==> src/rtl/regfile_ctrl_pkg.sv <==
// Shared types, instruction field positions and helpers for the regfile_ctrl
// multi-cycle initiator and its ALU.
package regfile_ctrl_pkg;

  typedef enum logic [3:0] {
    OP_NOP  = 4'd0,
    OP_ADD  = 4'd1,
    OP_SUB  = 4'd2,
    OP_AND  = 4'd3,
    OP_OR   = 4'd4,
    OP_XOR  = 4'd5,
    OP_SLL  = 4'd6,
    OP_SRL  = 4'd7,
    OP_ADDI = 4'd8
  } opcode_t;

  typedef enum logic [1:0] {
    IDLE,
    READ,
    EXEC,
    WB
  } state_t;

  localparam int unsigned OP_LSB  = 12;
  localparam int unsigned RD_LSB  = 9;
  localparam int unsigned RS0_LSB = 6;
  localparam int unsigned RS1_LSB = 3;
  localparam int unsigned IMM_LSB = 0;
  localparam int unsigned OP_W    = 4;
  localparam int unsigned IMM_W   = 6;

  function automatic logic [15:0] sext6(input logic [5:0] imm);
    return {{10{imm[5]}}, imm};
  endfunction

  // Opcodes 9..15 are unsupported.
  function automatic logic op_legal(input logic [3:0] op);
    return op <= 4'(OP_ADDI);
  endfunction

endpackage

==> src/rtl/alu16.sv <==
// Purely combinational 16-bit ALU for regfile_ctrl; unsupported opcodes yield 0.
module alu16
  import regfile_ctrl_pkg::*;
(
  input  logic [3:0]  op,
  input  logic [15:0] a,
  input  logic [15:0] b,
  input  logic [5:0]  imm,
  output logic [15:0] y
);

  always_comb begin
    y = '0;
    case (op)
      OP_ADD:  y = a + b;
      OP_SUB:  y = a - b;
      OP_AND:  y = a & b;
      OP_OR:   y = a | b;
      OP_XOR:  y = a ^ b;
      OP_SLL:  y = a << b[3:0];
      OP_SRL:  y = a >> b[3:0];
      OP_ADDI: y = a + sext6(imm);
      default: y = '0;
    endcase
  end

endmodule

==> src/rtl/regfile_ctrl.sv <==
// Multi-cycle instruction initiator for an 8x16 register file: IDLE/READ/EXEC/WB.
// Optional macro REGFILE_CTRL_R0_ZERO_EN makes register 0 read as zero and never written.
module regfile_ctrl
  import regfile_ctrl_pkg::*;
#(
  parameter int unsigned DW = 16,
  parameter int unsigned AW = 3
) (
  input  logic          clk,
  input  logic          rst,
  input  logic          instr_valid,
  input  logic [15:0]   instr,
  output logic          instr_ready,
  output logic [AW-1:0] rd0_addr,
  output logic [AW-1:0] rd1_addr,
  input  logic [DW-1:0] rd0_data,
  input  logic [DW-1:0] rd1_data,
  output logic          wr_en,
  output logic [AW-1:0] wr_addr,
  output logic [DW-1:0] wr_data,
  output logic          done,
  output logic [DW-1:0] result,
  output logic          illegal
);

  state_t               state, state_next;
  logic [OP_W-1:0]      op_q;
  logic [AW-1:0]        rd_q;
  logic [IMM_W-1:0]     imm_q;
  logic [DW-1:0]        opa, opb;
  logic [DW-1:0]        alu_y;
  logic                 accept;
  logic                 legal;
  logic                 wr_ok;

  assign instr_ready = (state == IDLE) && !rst;
  assign accept      = instr_valid && instr_ready;
  assign legal       = op_legal(op_q);

`ifdef REGFILE_CTRL_R0_ZERO_EN
  assign wr_ok = legal && (op_q != 4'(OP_NOP)) && (rd_q != '0);
`else
  assign wr_ok = legal && (op_q != 4'(OP_NOP));
`endif

  always_ff @(posedge clk or posedge rst) begin
    if (rst) state <= IDLE;
    else     state <= state_next;
  end

  always_comb begin
    state_next = state;
    case (state)
      IDLE:    if (accept) state_next = READ;
      READ:    state_next = EXEC;
      EXEC:    state_next = WB;
      WB:      state_next = IDLE;
      default: state_next = IDLE;
    endcase
  end

  // Retirement strobes are set on the EXEC->WB edge so they are high exactly in WB.
  always_ff @(posedge clk or posedge rst) begin
    if (rst) begin
      op_q     <= '0;
      rd_q     <= '0;
      imm_q    <= '0;
      opa      <= '0;
      opb      <= '0;
      rd0_addr <= '0;
      rd1_addr <= '0;
      wr_en    <= 1'b0;
      wr_addr  <= '0;
      wr_data  <= '0;
      done     <= 1'b0;
      result   <= '0;
      illegal  <= 1'b0;
    end else begin
      wr_en   <= 1'b0;
      done    <= 1'b0;
      illegal <= 1'b0;
      case (state)
        IDLE: begin
          if (accept) begin
            op_q     <= instr[OP_LSB +: OP_W];
            rd_q     <= instr[RD_LSB +: AW];
            imm_q    <= instr[IMM_LSB +: IMM_W];
            rd0_addr <= instr[RS0_LSB +: AW];
            rd1_addr <= instr[RS1_LSB +: AW];
          end
        end
        READ: begin
`ifdef REGFILE_CTRL_R0_ZERO_EN
          opa <= (rd0_addr == '0) ? '0 : rd0_data;
          opb <= (rd1_addr == '0) ? '0 : rd1_data;
`else
          opa <= rd0_data;
          opb <= rd1_data;
`endif
        end
        EXEC: begin
          result  <= alu_y;
          wr_data <= alu_y;
          wr_addr <= rd_q;
          wr_en   <= wr_ok;
          done    <= 1'b1;
          illegal <= !legal;
        end
        default: ;
      endcase
    end
  end

  alu16 u_alu (
    .op  (op_q),
    .a   (opa),
    .b   (opb),
    .imm (imm_q),
    .y   (alu_y)
  );

endmodule

==> config.mk <==
export PLATFORM = sky130hd
export DESIGN_NAME = regfile_ctrl
export DESIGN_NICKNAME = d
export VERILOG_FILES = /design/src/rtl/regfile_ctrl_pkg.sv /design/src/rtl/alu16.sv /design/src/rtl/regfile_ctrl.sv
export SDC_FILE = /design/constraint.sdc
export NUM_CORES = 1
export LEC_CHECK = 0
export CAP_MARGIN = 15
export CORE_MARGIN = 2
export CORE_UTILIZATION = 25
export CTS_BUF_LIST = sky130_fd_sc_hd__clkbuf_2
export DETAILED_ROUTE_END_ITERATION = 8
export PLACE_DENSITY_LB_ADDON = 0.2
export SYNTH_ARGS = -nofsm -noshare
export SYNTH_HDL_FRONTEND = slang
export SYNTH_SLANG_ARGS = --single-unit
export TNS_END_PERCENT = 10
==> constraint.sdc <==
create_clock -name clk -period 4.2 [get_ports clk]
set_input_delay 0.84 -clock clk [delete_from_list [all_inputs] [get_ports clk]]
set_output_delay 0.84 -clock clk [all_outputs]
set_load 0.05 [all_outputs]
==> impl_results.md, run 1 <==
* CP Data Required Time at 4.71 ns
* Vias post-DR at 5738
* Avg WL per Cell at 21.03 µm
* Critical Path AT at 4.33 ns
* Post-synth top area share at 0.2796
* Rel. slew slack at 0.2514
* Setup tns final at 0 ns
* Worst-path clk slew at 0.25 ns
* Clock Latency Late Sink at 0.59 ns
* Synth warnings at 0
* Hold Buf Count CTS at 0
* Synth Area in Compound Gates at 0.2080
* Clock tree sinks at 72
* Final period util at 0.9098
* Via density at 5.160
* Die area at 0.02708 mm²
* Number of hold violations in the final report at 0
* Tmin final at 3.821 ns
* Layout cells sized above 1 at 0.1229
* Post-Syn Area at 0.006444 mm²
* CTS buffer count at 9
* Syn Inst Count at 715
* Outcome: completed
* Final estimated routing congestion in global placement at 0.9167
* Distinct cell type count after synthesis at 76
* Die height at 164.5 µm
* Initial core utilization at 0.2552
* CTS tree: yes
* Max-Cap Viols at 0
* Syn avg cell area at 9.012 µm²
* Min-Delay Path Class: input pin to asynchronous set/reset pin
* I/O pins at 96
* Routed Antenna Nets at 0
* Synth Area in Adders at 0.1099
* Largest area contributor in the netlist: dfrtp_1
* IO Port Bufs at 95
* Chip Width at 164.5 µm
* Area Growth Syn to Fin at 19.67%
* Area share of xor/xnor cells in the synthesized design at 0.01087
* Vias in the first global route at 5539
* FILL cells at 2740
* Slew at the pin with the worst max-slew slack at 1.095 ns
* H-tree levels at 3
* Total grt overflow at 0
* Most frequent cells in the layout: clkdlybuf4s50_1 (95), nand2_1 (81), o21ai_0 (72)
* Core area at 0.02525 mm²
* Top post-synthesis cells by area: dfrtp_1 (28%), ha_1 (11%), mux4_2 (5.9%)
* #FFs+latches synth at 72
* EDFF count, synth at 0
* Top FF cell, synth: dfrtp_1
* Sequential share of the synthesized area at 0.2796
* Simple-Gate Fraction of Synth Area at 0.1563
* WS Path Type: flip-flop to flip-flop
* Global-route wire length before repair at 35.39 mm
* Clock buffer depth at 2
* Layout Skew at 0.04783 ns
* GRT Util Overall at 0.1770
* Root Buffer: clkbuf_2
* Total Wirelength at 23.39 mm
* Setup repair after global routing missed its margin: false
* Pins Over Slew Limit at 0
* Syn Nets at 822
* Async S/R FF share, synth at 1.000
* Commonest non-fill, non-tap cell in the layout: clkdlybuf4s50_1
* Initial DRC Count at 528
* Startpoint Class: flip-flop
* Initial antenna violation count at 1
* Fmax at 261.7 MHz
* Rows at 58
* DRC viols at 0
* Post_cts resized at 0
* Number of iterations in the first detailed-routing pass at 5
* Multiplexer area fraction after synthesis at 0.1548
* Post-DP HPWL at 17.91 mm
* Endpoints failing setup at 0
* Largest net degree at the start of global routing at 65
* Nets at 883
* Post-CTS setup buffers at 0
* Crit. End Element: flip-flop
* Main combinational cell family by area after synthesis: compound AO/OA/AOI/OAI gates
* CP max FO at 12
## sequential cells by signal, indices dropped and copies added, names as in the netlist, 4 cells and up
signal and flops:
opb 16, result 16, op_q 4, opa 16
## cells in the mapped netlist (all sizes together) (3+ instances only)
master,number
a21oi,23
nor2,37
o311ai,5
o211ai,10
a21o,4
inv,44
and2,9
o211a,3
dfrtp,72
a2bb2oi,7
nor3,16
a22oi,8
a211oi,8
mux2,27
nor3b,4
xnor2,5
ha,55
o32ai,3
o221ai,3
a221oi,4
a31oi,5
mux4,17
nand2,82
buf,39
xor2,3
nor4,7
o22ai,5
o31ai,3
nand2b,5
nor2b,6
mux2i,31
clkbuf,24
or2,3
a2111oi,4
o2bb2ai,7
a221o,8
a22o,3
nand3,9
o21ai,72
o21a,3
or3,5
## per-stage QoR
stage / hold WS, ns / instance area, µm² / cells / worst slack (ns) / util
final: 0.4997 / 7711 / 1112 / 0.3788 / 0.3053
after global routing: 0.4505 / 7711 / 1112 / 0.1370 / 0.3053
after CTS: 0.4659 / 7709 / 1111 / 0.4461 / 0.3052
after detailed placement: 0.4891 / 7594 / 1095 / 0.4850 / 0.3007
after global placement: 0.4868 / 7594 / 1095 / 0.4523 / 0.3007
after floorplan: 0.4737 / 6444 / 715 / 0.4760 / -
## worst max-delay path: stages (launching register included)
cell     delay (ns)
dfrtp_1        0.57
nor4b_4        0.29
buf_4          0.22
nand2_1        0.16
o21ai_0        0.14
ha_1           0.27
inv_1          0.07
fa_1           0.39
nor2b_1        0.19
o21a_1         0.17
a31o_1         0.27
o211a_1        0.26
mux2_1         0.33
or4_1          0.39
## layout make-up
type,instances,area [µm²],area share
diodes,1,2.502,0.0003245
repair buffers,113,1086,0.1408
inverters,44,166.4,0.02158
multi-input cells,536,4125,0.5350
flip-flops and latches,72,1803,0.2338
clock inverters,7,70.07,0.009086
well taps,330,412.9,0.05355
clock buffers,9,45.04,0.005841
## worst paths after layout
check	slack, ns	endpoint	depth (start not counted)	start
max reg2reg	0.38	result[12]$_DFFE_PP0P_	13	op_q[1]$_DFFE_PP0P_
min reg2reg	0.54	rd0_addr[1]$_DFFE_PP0P_	1	rd0_addr[1]$_DFFE_PP0P_
max	0.38	result[12]$_DFFE_PP0P_	13	op_q[1]$_DFFE_PP0P_
max in group asynchronous	2.90	opb[0]$_DFFE_PP0N_	3	rst
min in group clk	0.54	rd0_addr[1]$_DFFE_PP0P_	1	rd0_addr[1]$_DFFE_PP0P_
min	0.50	rd_q[2]$_DFFE_PP0P_	2	rst
## per-layer routing
layer	global-route usage	vias up	wire [µm]
li1	-	2731	-
met1	0.2579	2751	11110
met2	0.2623	223	10250
met3	0.03114	33	1389
met4	0.06087	0	631
met5	0	-	0
## cell families (layout without fill, tap and decap cells)
logic type / after synthesis / in the layout
AOI/OAI and AO/OA: 200 / 200
and+or+nand+nor: 197 / 197
buffers and inverters: 107 / 173
muxes: 75 / 75
DFF: 72 / 72
adders and majority gates: 56 / 56
xor gates and xnor gates: 8 / 8
other: 0 / 1
Power of run 1 is left out: the tool's default activity adds up to more than one toggle a clock period on the data nets, which glitch-free logic cannot reach.
==> run 2: changes to the inputs <==
--- a/config.mk
+++ b/config.mk
@@ -7,7 +7,7 @@
 export LEC_CHECK = 0
 export CAP_MARGIN = 15
 export CORE_MARGIN = 2
-export CORE_UTILIZATION = 25
+export CORE_UTILIZATION = 35
 export CTS_BUF_LIST = sky130_fd_sc_hd__clkbuf_2
 export DETAILED_ROUTE_END_ITERATION = 8
 export PLACE_DENSITY_LB_ADDON = 0.2
==> run 2 against run 1 <==
  * Fmax down 0.45%
  * Clock-buffer cell count unchanged
  * Die area fell by 28%
  * Global-route usage rose by 6.2 points
  * Setup slack lost 0.017 ns
  * Utilization increased by 12 points
  * Worst hold slack better by 0.031 ns
  * Critical path depth is 1 lower
  * Non-clock buffer count shrank 4
  * Register-to-register slack got worse by 0.02 ns
  * Critical endpoint unchanged
  * Largest cell class unchanged
==> impl_results.md, run 2 (synthesis results as in run 1) <==
* Outcome: completed (unchanged)
* Min-Delay Path Class: flip-flop to flip-flop (was input pin to asynchronous set/reset pin)
* Post-DP HPWL at 17.76 mm (was 17.91 mm)
* Critical path's top delay family: simple AND/OR/NAND/NOR gates (unchanged)
* Die area at 0.01951 mm² (was 0.02708 mm²)
* Chip Width at 139.7 µm (was 164.5 µm)
* Clock tree sinks at 72 (unchanged)
* Post_cts resized at 0 (unchanged)
* Final estimated routing congestion in global placement at 1.029 (was 0.9167)
* CP peak stage delay at 0.62 ns (was 0.57 ns)
* Endpoints failing setup at 0 (unchanged)
* Root Buffer: clkbuf_2 (unchanged)
* IO Port Bufs at 95 (unchanged)
* Critical path's slowest cell: nor4b_4 (was dfrtp_1)
* Avg WL per Cell at 23.13 µm (was 21.03 µm)
* Layout cells sized above 1 at 0.1186 (was 0.1229)
* Initial DRC Count at 732 (was 528)
* Sequential Area at 0.001802 mm² (was 0.001803 mm²)
* Largest net degree at the start of global routing at 65 (unchanged)
* Post-CTS setup buffers at 0 (unchanged)
* Nets at 879 (was 883)
* Buf+Inv Stages, Crit Path at 1 (was 2)
* Vias post-DR at 5909 (was 5738)
* Initial core utilization at 0.3575 (was 0.2552)
* Startpoint Class: flip-flop (unchanged)
* Largest registers: opa (16), opb (16), result (16) (unchanged)
* Hold Buf Count CTS at 0 (unchanged)
* Fmax at 260.5 MHz (was 261.7 MHz)
* Crit. End Element: flip-flop (unchanged)
* Top Metal Used: met4 (unchanged)
* Slew at the pin with the worst max-slew slack at 1.041 ns (was 1.095 ns)
* Area Growth Syn to Fin at 17.69% (was 19.67%)
* Layout Skew at 0.04607 ns (was 0.04783 ns)
* CP Data Required Time at 4.70 ns (was 4.71 ns)
* DRC viols at 0 (unchanged)
* FILL cells at 1821 (was 2740)
* Vias in the first global route at 5708 (was 5539)
* Number of iterations in the first detailed-routing pass at 7 (was 5)
* Initial antenna violation count at 1 (unchanged)
* Tmin final at 3.838 ns (was 3.821 ns)
* Most frequent cells in the layout: clkdlybuf4s50_1 (95), nand2_1 (81), o21ai_0 (72), dfrtp_1 (72), ha_1 (54) (was clkdlybuf4s50_1 (95), nand2_1 (81), o21ai_0 (72))
* Routed Antenna Nets at 0 (unchanged)
* Rel. slew slack at 0.3057 (was 0.2514)
* GRT Util Overall at 0.2391 (was 0.1770)
* Rows at 49 (was 58)
* Final period util at 0.9139 (was 0.9098)
* Critical path, cell by cell: nor4b_4 > nor2_1 > o21ai_0 > o311ai_0 > buf_4 > ha_1 > o21a_1 > o211ai_1 > nand2_1 > o211a_1 > mux2_1 > or4_1 (was nor4b_4 > buf_4 > nand2_1 > o21ai_0 > ha_1 > inv_1 > fa_1 > nor2b_1 > o21a_1 > a31o_1 > o211a_1 > mux2_1 > or4_1)
* Critical Path AT at 4.34 ns (was 4.33 ns)
* Core area at 0.01802 mm² (was 0.02525 mm²)
* WS Path Type: flip-flop to flip-flop (unchanged)
* Setup repair after global routing missed its margin: false (unchanged)
* Footprint of the multi-input gates at 0.004130 mm² (was 0.004125 mm²)
* Max-Cap Viols at 0 (unchanged)
* Clock buffer depth at 2 (unchanged)
* Total Wirelength at 23.27 mm (was 23.39 mm)
* CTS buffer count at 9 (unchanged)
* DRT met1 WL at 10.50 mm (was 11.11 mm)
* Total grt overflow at 0 (unchanged)
* Pins Over Slew Limit at 0 (unchanged)
* H-tree levels at 3 (unchanged)
* Number of hold violations in the final report at 0 (unchanged)
* CTS tree: yes (unchanged)
* Setup tns final at 0 ns (unchanged)
* Clock Latency Late Sink at 0.62 ns (was 0.59 ns)
* Worst-path clk slew at 0.22 ns (was 0.25 ns)
* CP max FO at 12 (unchanged)
* Met3 wire len at 1.490 mm (was 1.389 mm)
* Routed met2 length at 10.53 mm (was 10.25 mm)
* I/O pins at 96 (unchanged)
* Die height at 139.7 µm (was 164.5 µm)
* Commonest non-fill, non-tap cell in the layout: clkdlybuf4s50_1 (unchanged)
* Global-route wire length before repair at 35.40 mm (was 35.39 mm)
* Via density at 5.874 (was 5.160)
-- run 2: metrics by stage --
stage | worst slack, ns | util | cells | hold WS, ns | cell area [µm²]
floorplan | 0.4760 | - | 715 | 0.4737 | 6444
global route | 0.1362 | 0.4207 | 1006 | 0.5392 | 7584
detailed placement | 0.4655 | 0.4134 | 990 | 0.4993 | 7452
global placement | 0.4981 | 0.4134 | 990 | 0.4821 | 7452
CTS | 0.4082 | 0.4206 | 1005 | 0.5270 | 7581
finish | 0.3616 | 0.4207 | 1006 | 0.5306 | 7584
-- run 2: final cells by class --
class,count,area share
inverter,44,0.02178
timing repair buffer,109,0.1409
sequential,72,0.2376
multi-input combinational,536,0.5446
tap,229,0.03778
clock inverter,6,0.01105
antenna,1,0.0003300
clock buffer,9,0.005940
-- run 2: worst paths after layout --
path / start / cells after the start / endpoint / slack, ns
worst max-delay path: op_q[1]$_DFFE_PP0P_ / 12 / result[12]$_DFFE_PP0P_ / 0.36
worst min-delay path: rd_q[2]$_DFFE_PP0P_ / 1 / wr_addr[2]$_DFFE_PP0P_ / 0.53
worst max register to register: op_q[1]$_DFFE_PP0P_ / 12 / result[12]$_DFFE_PP0P_ / 0.36
worst min register to register: rd_q[2]$_DFFE_PP0P_ / 1 / wr_addr[2]$_DFFE_PP0P_ / 0.53
max in group asynchronous: rst / 3 / opa[3]$_DFFE_PP0N_ / 2.88
min in group asynchronous: rst / 2 / wr_en$_DFF_PP0_ / 0.61
-- run 2: routing by layer --
layer,GRT usage,up-vias
met4,0.08947,0
li1,-,2716
met5,0,-
met1,0.3394,2901
met3,0.03751,49
met2,0.3677,243
-- run 2: worst register-to-register path, delay by kind of cell (launching register included) --
family | cells | cell delay [ns]
AND/OR/NAND/NOR | 4 | 1.33
adder cells (fa/ha/maj) | 1 | 0.35
buffers and inverters | 1 | 0.20
AO/OA/AOI/OAI | 5 | 0.96
multiplexers | 1 | 0.32
flip-flops | 1 | 0.57
Power of run 2 is left out for the same reason.
